<file path="src/rtl/alu_preprocess_pipe.sv">
// Registered ALU operand preprocessor: op decode into a_mod/b_mod, valid/ready
// handshake through an output register plus one skid entry, saturating issue counter.
//
// state   | meaning
// S_EMPTY | output register empty, skid empty
// S_ONE   | output register holds a beat, skid empty
// S_TWO   | output register and skid both hold a beat (in_ready low)
module alu_preprocess_pipe #(
    parameter int WIDTH = 4,
    parameter bit CPL2  = 1'b0,
    parameter int CNT_W = 8
) (
    input  logic             clk,
    input  logic             rst_n,
    input  logic             in_valid,
    output logic             in_ready,
    input  logic [WIDTH-1:0] a,
    input  logic [WIDTH-1:0] b,
    input  logic [2:0]       op,
    input  logic             cin,
    output logic             out_valid,
    input  logic             out_ready,
    output logic [WIDTH-1:0] a_mod,
    output logic [WIDTH-1:0] b_mod,
    output logic [2:0]       op_out,
    output logic             cin_out,
    output logic [CNT_W-1:0] op_count
);

    localparam logic [WIDTH-1:0] ONE = {{(WIDTH-1){1'b0}}, 1'b1};

    typedef enum logic [1:0] {
        S_EMPTY = 2'd0,
        S_ONE   = 2'd1,
        S_TWO   = 2'd2
    } state_t;

    state_t state, state_nxt;

    logic             accept;
    logic             drain;
    logic             ld_or_in;
    logic             ld_or_sk;
    logic             ld_sk;
    logic [WIDTH-1:0] dec_a;
    logic [WIDTH-1:0] dec_b;
    logic [WIDTH-1:0] sk_a;
    logic [WIDTH-1:0] sk_b;
    logic [2:0]       sk_op;
    logic             sk_cin;

    // Operand decode on the input side; negation either leaves the +1 to the core or folds it in.
    always_comb begin
        dec_a = a;
        dec_b = b;
        case (op)
            3'b001: begin
                dec_a = ONE;
                dec_b = a;
            end
            3'b010: begin
                if (CPL2) begin
                    dec_a = '0;
                    dec_b = ~a + ONE;
                end else begin
                    dec_a = ONE;
                    dec_b = ~a;
                end
            end
            3'b011: begin
                if (CPL2) begin
                    dec_a = '0;
                    dec_b = ~b + ONE;
                end else begin
                    dec_a = ONE;
                    dec_b = ~b;
                end
            end
            default: begin
                dec_a = a;
                dec_b = b;
            end
        endcase
    end

    assign accept = in_valid && (state != S_TWO);
    assign drain  = out_valid && out_ready;

    always_ff @(posedge clk or negedge rst_n) begin
        if (!rst_n) begin
            state <= S_EMPTY;
        end else begin
            state <= state_nxt;
        end
    end

    always_comb begin
        state_nxt = state;
        case (state)
            S_EMPTY: begin
                if (accept) begin
                    state_nxt = S_ONE;
                end
            end
            S_ONE: begin
                if (accept && !out_ready) begin
                    state_nxt = S_TWO;
                end else if (!accept && out_ready) begin
                    state_nxt = S_EMPTY;
                end
            end
            S_TWO: begin
                if (out_ready && !accept) begin
                    state_nxt = S_ONE;
                end
            end
            default: state_nxt = S_EMPTY;
        endcase
    end

    // Flags come straight from the registered state, so in_ready has no path from the inputs.
    always_comb begin
        out_valid = (state != S_EMPTY);
        in_ready  = (state != S_TWO);
        ld_or_sk  = (state == S_TWO) && out_ready;
        ld_or_in  = accept && ((state == S_EMPTY) || ((state == S_ONE) && out_ready));
        ld_sk     = accept && !ld_or_in;
    end

    always_ff @(posedge clk or negedge rst_n) begin
        if (!rst_n) begin
            a_mod   <= '0;
            b_mod   <= '0;
            op_out  <= '0;
            cin_out <= 1'b0;
        end else if (ld_or_sk) begin
            a_mod   <= sk_a;
            b_mod   <= sk_b;
            op_out  <= sk_op;
            cin_out <= sk_cin;
        end else if (ld_or_in) begin
            a_mod   <= dec_a;
            b_mod   <= dec_b;
            op_out  <= op;
            cin_out <= cin;
        end
    end

    always_ff @(posedge clk or negedge rst_n) begin
        if (!rst_n) begin
            sk_a   <= '0;
            sk_b   <= '0;
            sk_op  <= '0;
            sk_cin <= 1'b0;
        end else if (ld_sk) begin
            sk_a   <= dec_a;
            sk_b   <= dec_b;
            sk_op  <= op;
            sk_cin <= cin;
        end
    end

    always_ff @(posedge clk or negedge rst_n) begin
        if (!rst_n) begin
            op_count <= '0;
        end else if (drain && (op_count != {CNT_W{1'b1}})) begin
            op_count <= op_count + CNT_W'(1);
        end
    end

endmodule

</file>
<file path="config.mk">
export PLATFORM = sky130hd
export DESIGN_NAME = alu_preprocess_pipe
export DESIGN_NICKNAME = d
export VERILOG_FILES = /design/src/rtl/alu_preprocess_pipe.sv
export SDC_FILE = /design/constraint.sdc
export NUM_CORES = 1
export LEC_CHECK = 0
export CAP_MARGIN = 5
export CORE_ASPECT_RATIO = 1.25
export CORE_UTILIZATION = 44
export DETAILED_ROUTE_END_ITERATION = 16
export PLACE_DENSITY = 0.84
export RECOVER_POWER = 50
export REMOVE_ABC_BUFFERS = 1
export SLEW_MARGIN = 25
export SYNTH_ARGS = -nofsm -noshare
export SYNTH_HDL_FRONTEND = slang
export SYNTH_SLANG_ARGS = --single-unit
</file>
<file path="constraint.sdc">
create_clock -name clk -period 1.55 [get_ports clk]
set_input_delay 0.155 -clock clk [delete_from_list [all_inputs] [get_ports clk]]
set_output_delay 0.155 -clock clk [all_outputs]
set_load 0.005 [all_outputs]
</file>
==> results.json, run 1 <==
{
  "rsz0062_at_grt": "no",
  "async_flop_share_pct": 100,
  "numCtsBuffers": 5,
  "power.leakage_nw": 1.14,
  "synthMuxAreaShare_pct": 7.19,
  "status": "finished clean",
  "synth_compound_area_share_pct": 18.6,
  "syn_area_um2": 1640,
  "dieArea_um2": 3970,
  "synth_edf_count": 0,
  "path_cells": "buf_6 > a211o_1 > buf_4 > nor2_1 > a221o_1",
  "wl_um": 3840,
  "initial_core_util_pct": 46.6,
  "worst-path-buf-inv": 2,
  "end_kind": "flip-flop",
  "fill_cells": 277,
  "drive_gt1_share_pct": 27.2,
  "cp_top_family": "compound AO/OA/AOI/OAI gates",
  "cp-start-kind": "flip-flop",
  "wl_per_cell_um": 14.6,
  "yosys.area_share.simple_pct": 13.0,
  "ys.flop_type": "dfrtp_1",
  "slew-limit-headroom_pct": 44.9,
  "yosys.area_share.xor_xnor_pct": 2.14,
  "max_freq_ghz": 0.666,
  "timing.rr.start": "state[0]",
  "worstMarginPinSlew_ns": 0.827,
  "setup_viol": 0,
  "vias_per_cell": 5.51,
  "hp-start": "sk_b[0]",
  "chipHeight_um": 70.2,
  "avgSynthCellArea_um2": 10.9,
  "crit_path_top_delay_cell": "dfrtp_2",
  "coreArea_um2": 3510,
  "cp.required_ns": 1.77,
  "drcViolationCount": 0,
  "worstHoldEndpoint": "sk_b[0]",
  "yosysSeqAreaShare_pct": 52.0,
  "area_growth_pct": 48.1,
  "num_io_pins": 38,
  "grt_pass1_wl_um": 6620,
  "final.min_clock_period_ns": 1.50,
  "antenna_found_initial": 0,
  "path_depth": 5,
  "antenna_cells": 0,
  "skew_ns": 0.00546,
  "drtIter0Drc": 44,
  "grt_pass1_vias": 1440,
  "vias": 1448,
  "gp_congestion": 0.810,
  "reg2reg_depth": 5,
  "track_usage_pct": 21.2,
  "synth_top_family_by_area": "compound AO/OA/AOI/OAI gates",
  "powerDensity_nw_per_um2": 1440,
  "dp_hpwl_um": 2960,
  "drv_cap": 0,
  "grt_start_max_net_pins": 35,
  "slew_violations": 0,
  "fin_crit_sh_pct": 96.9,
  "htree_num_levels": 2,
  "clockBufferDepth": 2,
  "cts_root_buf": "clkbuf_8",
  "synthAdderAreaFrac_pct": 2.29,
  "cp_data_arrival_time_ns": 1.72,
  "rows": 24,
  "ys_ff_latch": 34,
  "vdd_drop_max_mv": 1.09,
  "cts_sinks": 34,
  "grt_overflow": 0,
  "slowest_delay_ns": 0.44,
  "cp_max_fo": 10,
  "reg2reg_slack_ns": 0.05,
  "holdWs_ns": 0.486,
  "drt_first_pass_iters": 4,
  "synthCells": 150,
  "tns_ns": 0,
  "cts_tree": "yes",
  "worstSkewPairLatency_ns": 0.28,
  "cts_hold_buf": 0,
  "layout.nets": 242,
  "rr_endpoint": "a_mod[1]",
  "hold_path_class": "reg2reg",
  "synthDistinctLibCells": 37,
  "criticalPathCategory": "reg2reg",
  "seqCellArea_um2": 852,
  "path_clk_slew_ns": 0.07,
  "hold_depth": 2,
  "final_antenna_net_count": 0,
  "io_buffer_count": 37,
  "die_w_um": 56.6,
  "hold_viol_final": 0,
  "multi_input_area_um2": 734,
  "yosysWarnings": 0
}
## placed cells by master (no fill, tap or decap), drive strengths merged, types with 4 or more instances in the layout
cell type       n
a21oi           7
a221o           8
a311oi          4
and3            5
buf            33
clkbuf          8
clkdlybuf4s50  24
dfrtp          34
dlygate4sd3    10
inv            12
mux2            6
mux2i           5
nand2          11
nor2           10
nor3            4
o22ai           5
o31ai           4
## Yosys cell counts (3+ instances only)
cell | count | area share (%)
dfrtp_1 | 34 | 52
inv_1 | 12 | 2.8
nand2_1 | 11 | 2.5
nor2_1 | 10 | 2.3
a21oi_1 | 7 | 2.1
mux2_2 | 6 | 4.1
a221o_1 | 5 | 3.1
and3_1 | 5 | 1.9
mux2i_1 | 5 | 3.1
o22ai_1 | 5 | 1.9
a311oi_1 | 4 | 2.1
nor3_1 | 4 | 1.2
o31ai_1 | 4 | 1.8
a221o_2 | 3 | 2.1
a22o_1 | 3 | 1.6
buf_2 | 3 | 0.92
ha_1 | 3 | 2.3
o21ai_0 | 3 | 0.92
## flip-flops by register name, summed over array words and instances, names as in the netlist
register / count
cin_out: 1
sk_op: 3
a_mod: 4
op_count: 8
sk_cin: 1
op_out: 3
sk_a: 4
state: 2
b_mod: 4
sk_b: 4
## where the power goes
part / internal (mW) / switching (mW)
Clock: 0.479 / 0.301
Sequential: 1.23 / 0.224
Combinational: 0.774 / 0.489
## what timing repair did
item,in CTS,in global routing
gates cloned,0,0
gates resized for setup,4,8
buffers inserted,1,0
endpoints found under the setup margin,4,6
## routing by layer
| layer | routed length [um] | track usage [%] |
|---|---|---|
| met4 | 24 | 4.07 |
| met1 | 1580 | 26.5 |
| met5 | 0 | 0 |
| met3 | 204 | 5.74 |
| met2 | 2030 | 36.6 |
## worst register-to-register path, cell delays in order (launching register included)
cell and delay, ns:
dfrtp_2 0.44, buf_6 0.13, a211o_1 0.27, buf_4 0.18
nor2_1 0.23, a221o_1 0.19
## stage by stage
| stage | util [%] | setup slack [ns] | total power, mW | instances | area (um^2) |
|---|---|---|---|---|---|
| floorplan | - | 0.0559 | 1.98 | 144 | 1600 |
| CTS | 68.1 | 0.0283 | 3.55 | 263 | 2390 |
| finish | 69.0 | 0.0480 | 3.50 | 263 | 2420 |
| global route | 69.0 | 0.00387 | 3.74 | 263 | 2420 |
| global placement | 64.8 | -0.164 | 2.67 | 254 | 2280 |
| detailed placement | 64.8 | -0.224 | 2.76 | 254 | 2280 |
## layout make-up
class | count | area share, %
clock inverters | 2 | 1.55
flip-flops and latches | 34 | 35.2
inverters | 12 | 1.96
multi-input cells | 98 | 30.3
clock buffers | 6 | 2.99
well taps | 39 | 2.01
repair buffers | 72 | 26.0
## how the worst max path moves through the flow
stage | from | to | slack [ns]
floorplan | state[0] | a_mod[1] | 0.06
global placement | op[1] | b_mod[2] | -0.16
detailed placement | op[1] | b_mod[3] | -0.22
CTS | state[0] | a_mod[1] | 0.03
global route | op_count[5] | op_count[1] | 0.004
finish | state[0] | a_mod[1] | 0.05
## cell families after synthesis
kind of cell,count (synthesis)
adders and majority gates,3
xor gates and xnor gates,4
DFF,34
AOI/OAI and AO/OA,39
muxes,11
and+or+nand+nor,41
buffers and inverters,18
Note: power is estimated with default switching activity, not from simulation.
==> run 2: changes to the inputs <==
- CAP_MARGIN: 5 -> 10
- RECOVER_POWER: 50 -> 100
==> results.json, run 2 (synthesized netlist as in run 1, its figures left out) <==
{
  "status": "finished clean",
  "vias": 1436,
  "area_growth_pct": 47.5,
  "final.min_clock_period_ns": 1.50,
  "rows": 24,
  "io_buffer_count": 37,
  "seqCellArea_um2": 852,
  "final_cells": 263,
  "met1Wirelength_um": 1600,
  "power.leakage_nw": 1.15,
  "vdd_drop_max_mv": 1.09,
  "drcViolationCount": 0,
  "wl_um": 3810,
  "reg2reg_depth": 5,
  "highest_layer": "met4",
  "hold_viol_final": 0,
  "gp_congestion": 0.810,
  "grt_overflow": 0,
  "power_frac_clock_pct": 22.6,
  "path_depth": 5,
  "layout_commonest_cell": "dfrtp_1",
  "powerDensity_nw_per_um2": 1430,
  "cp_top_family": "compound AO/OA/AOI/OAI gates",
  "dp_hpwl_um": 2960,
  "cp.required_ns": 1.77,
  "initial_core_util_pct": 46.6,
  "track_usage_pct": 21.2,
  "skew_ns": 0.00619,
  "criticalPathCategory": "reg2reg",
  "drtIter0Drc": 45,
  "slew_violations": 0,
  "layout_common_cells": "dfrtp_1 (33), buf_4 (29), dlygate4sd3_1 (20), clkdlybuf4s50_1 (14)",
  "regMostFlops": "op_count",
  "path_cells": "buf_6 > a211o_1 > buf_4 > nor2_1 > a221o_1",
  "chipHeight_um": 70.2,
  "antenna_found_initial": 0,
  "vias_per_cell": 5.46,
  "drv_cap": 0,
  "die_w_um": 56.6,
  "p_sw_share_pct": 29.3,
  "dp_cells": 254,
  "final_antenna_net_count": 0,
  "wl_met3_um": 185,
  "fin_crit_sh_pct": 97.0,
  "p_int_mw": 2.44,
  "cts_root_buf": "clkbuf_8",
  "p_sw_mw": 1.01,
  "reg2reg_slack_ns": 0.05,
  "p_seq_share_pct": 42.0,
  "end_kind": "flip-flop",
  "max_freq_ghz": 0.665,
  "wl_per_cell_um": 14.5,
  "wl_met2_um": 2000,
  "numCtsBuffers": 5,
  "dieArea_um2": 3970,
  "slowest_delay_ns": 0.44,
  "coreArea_um2": 3510,
  "antenna_cells": 0,
  "multi_input_area_um2": 732,
  "crit_path_top_delay_cell": "dfrtp_2",
  "worst-path-buf-inv": 2,
  "htree_num_levels": 2,
  "hold_path_class": "reg2reg",
  "combPwrFrac_pct": 35.4,
  "setup_viol": 0,
  "clockBufferDepth": 2,
  "cp_data_arrival_time_ns": 1.72,
  "cts_sinks": 34,
  "cp_max_fo": 10,
  "rsz0062_at_grt": "no",
  "num_io_pins": 38,
  "cts_tree": "yes",
  "drive_gt1_share_pct": 26.8,
  "grt_pass1_wl_um": 6620,
  "drt_first_pass_iters": 4,
  "worstMarginPinSlew_ns": 0.830,
  "grt_start_max_net_pins": 35,
  "cp-start-kind": "flip-flop",
  "slew-limit-headroom_pct": 44.7,
  "worstSkewPairLatency_ns": 0.28,
  "tns_ns": 0,
  "largest_reg_flops": 8,
  "grt_pass1_vias": 1440,
  "layout.nets": 242,
  "path_clk_slew_ns": 0.07,
  "fill_cells": 280,
  "hold_depth": 2
}
-- run 2: worst min-delay path, cell delays in order, from the launching register on --
cell and delay (ns):
dfrtp_1 0.35, nand2_1 0.05, o31ai_1 0.06
-- run 2: layout make-up --
cell class	instances	share of cell area (%)
Clock buffer	6	3.01
Clock inverter	2	1.56
Inverter	12	1.97
Multi-Input combinational cell	98	30.3
Sequential cell	34	35.3
Tap cell	39	2.02
Timing Repair Buffer	72	25.8
-- run 2: through the flow --
stage	power [mW]	util (%)	worst slack, ns	hold slack [ns]	cell area, um^2
after global routing	3.69	68.7	0.00899	0.506	2410
after global placement	2.67	64.8	-0.164	0.463	2280
after detailed placement	2.76	64.8	-0.224	0.474	2280
after floorplan	1.98	-	0.0559	-0.141	1600
after CTS	3.55	68.1	0.0283	0.307	2390
final	3.45	68.7	0.0461	0.485	2410
-- run 2: repair_timing --
item | CTS | global route
endpoints found under the hold margin | 0 | 0
endpoints found under the setup margin | 4 | 6
hold buffers | 0 | 0
setup buffers | 1 | 0
resized for setup | 4 | 8
-- run 2: final timing paths --
check | startpoint | to
max | state[0] | a_mod[1]
min | sk_b[0] | sk_b[0]
max reg2reg | state[0] | a_mod[1]
min reg2reg | sk_b[0] | sk_b[0]
max in group asynchronous | rst_n | state[0]
min in group asynchronous | rst_n | op_count[0]
-- run 2: layer usage --
metal	vias to the layer above	GRT usage (%)
met3	5	5.74
met2	41	36.6
met5	-	0
met4	0	4.07
li1	693	-
met1	697	26.5
-- run 2: power by group through the flow --
| stage | clock network [mW] | logic, mW | registers (mW) |
|---|---|---|---|
| final | 0.782 | 1.22 | 1.45 |
| after global routing | 0.845 | 1.34 | 1.50 |
| after CTS | 0.802 | 1.29 | 1.46 |
| after detailed placement | 0 | 1.28 | 1.48 |
| after global placement | 0 | 1.22 | 1.46 |
| after floorplan | 0 | 0.501 | 1.47 |
==> run 3: changes to the inputs <==
- ABC_AREA: default -> 1
- CORE_UTILIZATION: 44 -> 45
- PLACE_DENSITY: 0.84 -> 0.83
==> results.json, run 3 <==
{
  "drcViolationCount": 0,
  "antenna_found_initial": 0,
  "final_antenna_net_count": 0,
  "power.leakage_nw": 1.30,
  "drt_first_pass_iters": 4,
  "fin_crit_sh_pct": 95.7,
  "chipHeight_um": 73.7,
  "timing.rr.start": "op_count[0]",
  "end_kind": "output port",
  "wl_um": 4070,
  "rsz0062_at_grt": "no",
  "yosysSeqAreaShare_pct": 46.0,
  "slew-limit-headroom_pct": 43.7,
  "crit_path_top_delay_cell": "clkdlybuf4s50_1",
  "htree_num_levels": 2,
  "yosysTopAreaCell": "dfrtp_1",
  "drtIter0Drc": 71,
  "io_buffer_count": 37,
  "numCtsBuffers": 5,
  "async_flop_share_pct": 100,
  "place_area_um2": 2350,
  "synth_edf_count": 0,
  "drv_cap": 0,
  "coreArea_um2": 3850,
  "hold_depth": 3,
  "regMostFlops": "op_count",
  "wl_per_cell_um": 11.3,
  "ys.flop_type": "dfrtp_1",
  "powerDensity_nw_per_um2": 1540,
  "synthDistinctLibCells": 22,
  "grt_start_max_net_pins": 35,
  "worstSkewPairLatency_ns": 0.28,
  "fill_cells": 365,
  "largest_reg_flops": 8,
  "fin_ws_ns": 0.0661,
  "cp-start-kind": "flip-flop",
  "cts_tree": "yes",
  "yosysWarnings": 0,
  "antenna_cells": 0,
  "worstHoldEndpoint": "sk_cin",
  "rr_endpoint": "op_count[6]",
  "syn_area_um2": 1850,
  "hold_path_class": "in2reg",
  "power_mw": 3.73,
  "synth_most_common_cell": "nand2_1",
  "drive_gt1_share_pct": 9.15,
  "highest_layer": "met4",
  "layout_common_cells": "nand2_1 (114), dfrtp_1 (33), inv_1 (31), dlygate4sd3_1 (20), nand3_1 (19)",
  "slew_violations": 0,
  "dieArea_um2": 4370,
  "reg2reg_depth": 8,
  "cts_root_buf": "clkbuf_8",
  "grt_pass1_wl_um": 7260,
  "final.min_clock_period_ns": 1.48,
  "vias_per_cell": 4.93,
  "cp_max_fo": 3,
  "wl_met2_um": 2140,
  "reg2reg_slack_ns": 0.12,
  "status": "finished clean",
  "final_cells": 360,
  "design_area_um2": 2420,
  "skew_ns": 0.00249,
  "area_growth_pct": 31.1,
  "hold_viol_final": 0,
  "rows": 25,
  "wl_met3_um": 132,
  "grt_overflow": 0,
  "clockBufferDepth": 2,
  "path_cells": "nand2_4 > clkdlybuf4s50_1",
  "met1Wirelength_um": 1710,
  "criticalPathCategory": "reg2out",
  "grt_pass1_vias": 1752,
  "num_io_pins": 38,
  "cts_sinks": 34,
  "initial_core_util_pct": 48.1,
  "worstMarginPinSlew_ns": 0.844,
  "cp_data_arrival_time_ns": 1.33,
  "hp-start": "cin",
  "netlist.area_leader.share_pct": 46.0,
  "setup_viol": 0,
  "pre_cts_ws_ns": 0.00299,
  "avgSynthCellArea_um2": 7.34,
  "vdd_drop_max_mv": 0.539,
  "gp_congestion": 0.881,
  "cp.required_ns": 1.39,
  "slowest_delay_ns": 0.50,
  "max_freq_ghz": 0.674,
  "vias": 1776,
  "track_usage_pct": 22.1,
  "layout.nets": 325,
  "synth_area_leaders": "dfrtp_1 (46%), nand2_1 (23%), inv_1 (6.3%)",
  "dp_hpwl_um": 3010,
  "path_clk_slew_ns": 0.06,
  "dp_cells": 351,
  "die_w_um": 59.3,
  "layout_commonest_cell": "nand2_1",
  "tns_ns": 0,
  "netlist_top_cells_count": "nand2_1 (115), dfrtp_1 (34), inv_1 (31), nand3_1 (18)",
  "synthCells": 252,
  "ys_ff_latch": 34
}
## run 3: changes by cell type in the layout (fill, tap and decap cells not counted), sizes merged, moves of 5 or more
cell / before / now
nand2: 11 / 117
inv: 12 / 35
buf: 30 / 10
nand3: 1 / 19
o21ai: 3 / 13
nand4: 2 / 11
a221o: 8 / 0
a21oi: 7 / 1
mux2: 6 / 0
and3: 5 / 0
mux2i: 5 / 0
o22ai: 5 / 0
## run 3: kinds of logic (layout without fill, tap and decap cells)
group / Yosys count / count (layout) / share of synthesized area [%]
xor gates and xnor gates: 4 / 4 / 1.89
adders and majority gates: 3 / 3 / 2.03
buffers and inverters: 38 / 92 / 8.32
DFF: 34 / 34 / 46.0
and+or+nand+nor: 158 / 158 / 36.9
AOI/OAI and AO/OA: 15 / 15 / 4.80
## run 3: final cells by class
cell class                      instances  area (um^2)  share of cell area, %
Clock buffer                            7         76.3                   3.15
Sequential cell                        34          852                   35.2
Tap cell                               54         67.6                   2.79
Multi-Input combinational cell        180          838                   34.6
Timing Repair Buffer                   50          458                   18.9
Inverter                               35          131                   5.42
## run 3: worst max path at each step
stage / from / end / slack, ns
after CTS: state[1] / out_valid / 0.04
after global placement: in_valid / state[0] / 0.03
after floorplan: op_count[0] / op_count[5] / 0.19
after detailed placement: out_ready / a_mod[2] / 0.003
after global routing: state[1] / op_out[0] / 0.01
final: state[1] / in_ready / 0.07
## run 3: timing repair
action                                  4_1_cts  5_1_grt
endpoints found under the setup margin        2        1
hold buffers                                  0        0
resized for setup                             2        1
buffers inserted                              2        0
pin swaps                                     0        0
## run 3: worst max-delay path: cells and delay by family, from the launching register on
family                 cells  cell delay [ns]
AND/OR/NAND/NOR            1             0.11
flip-flops                 1             0.44
buffers and inverters      1             0.50
## run 3: per-layer routing
layer,global-route usage (%),vias up
met4,10.1,0
met1,24.8,834
met5,0,-
met2,39.5,43
met3,4.58,8
li1,-,891
## run 3: power breakdown
group / total, mW / switching, mW / internal, mW
registers: 1.56 / 0.279 / 1.28
clock network: 0.589 / 0.281 / 0.309
logic: 1.58 / 0.806 / 0.779
total: 3.73 / 1.37 / 2.37
## run 3: per-stage QoR
stage | hold slack [ns] | utilization [%]
detailed placement | 0.459 | 61.1
global route | 0.454 | 63.0
global placement | 0.455 | 61.1
CTS | 0.289 | 63.5
finish | 0.445 | 63.0
floorplan | -0.141 | -
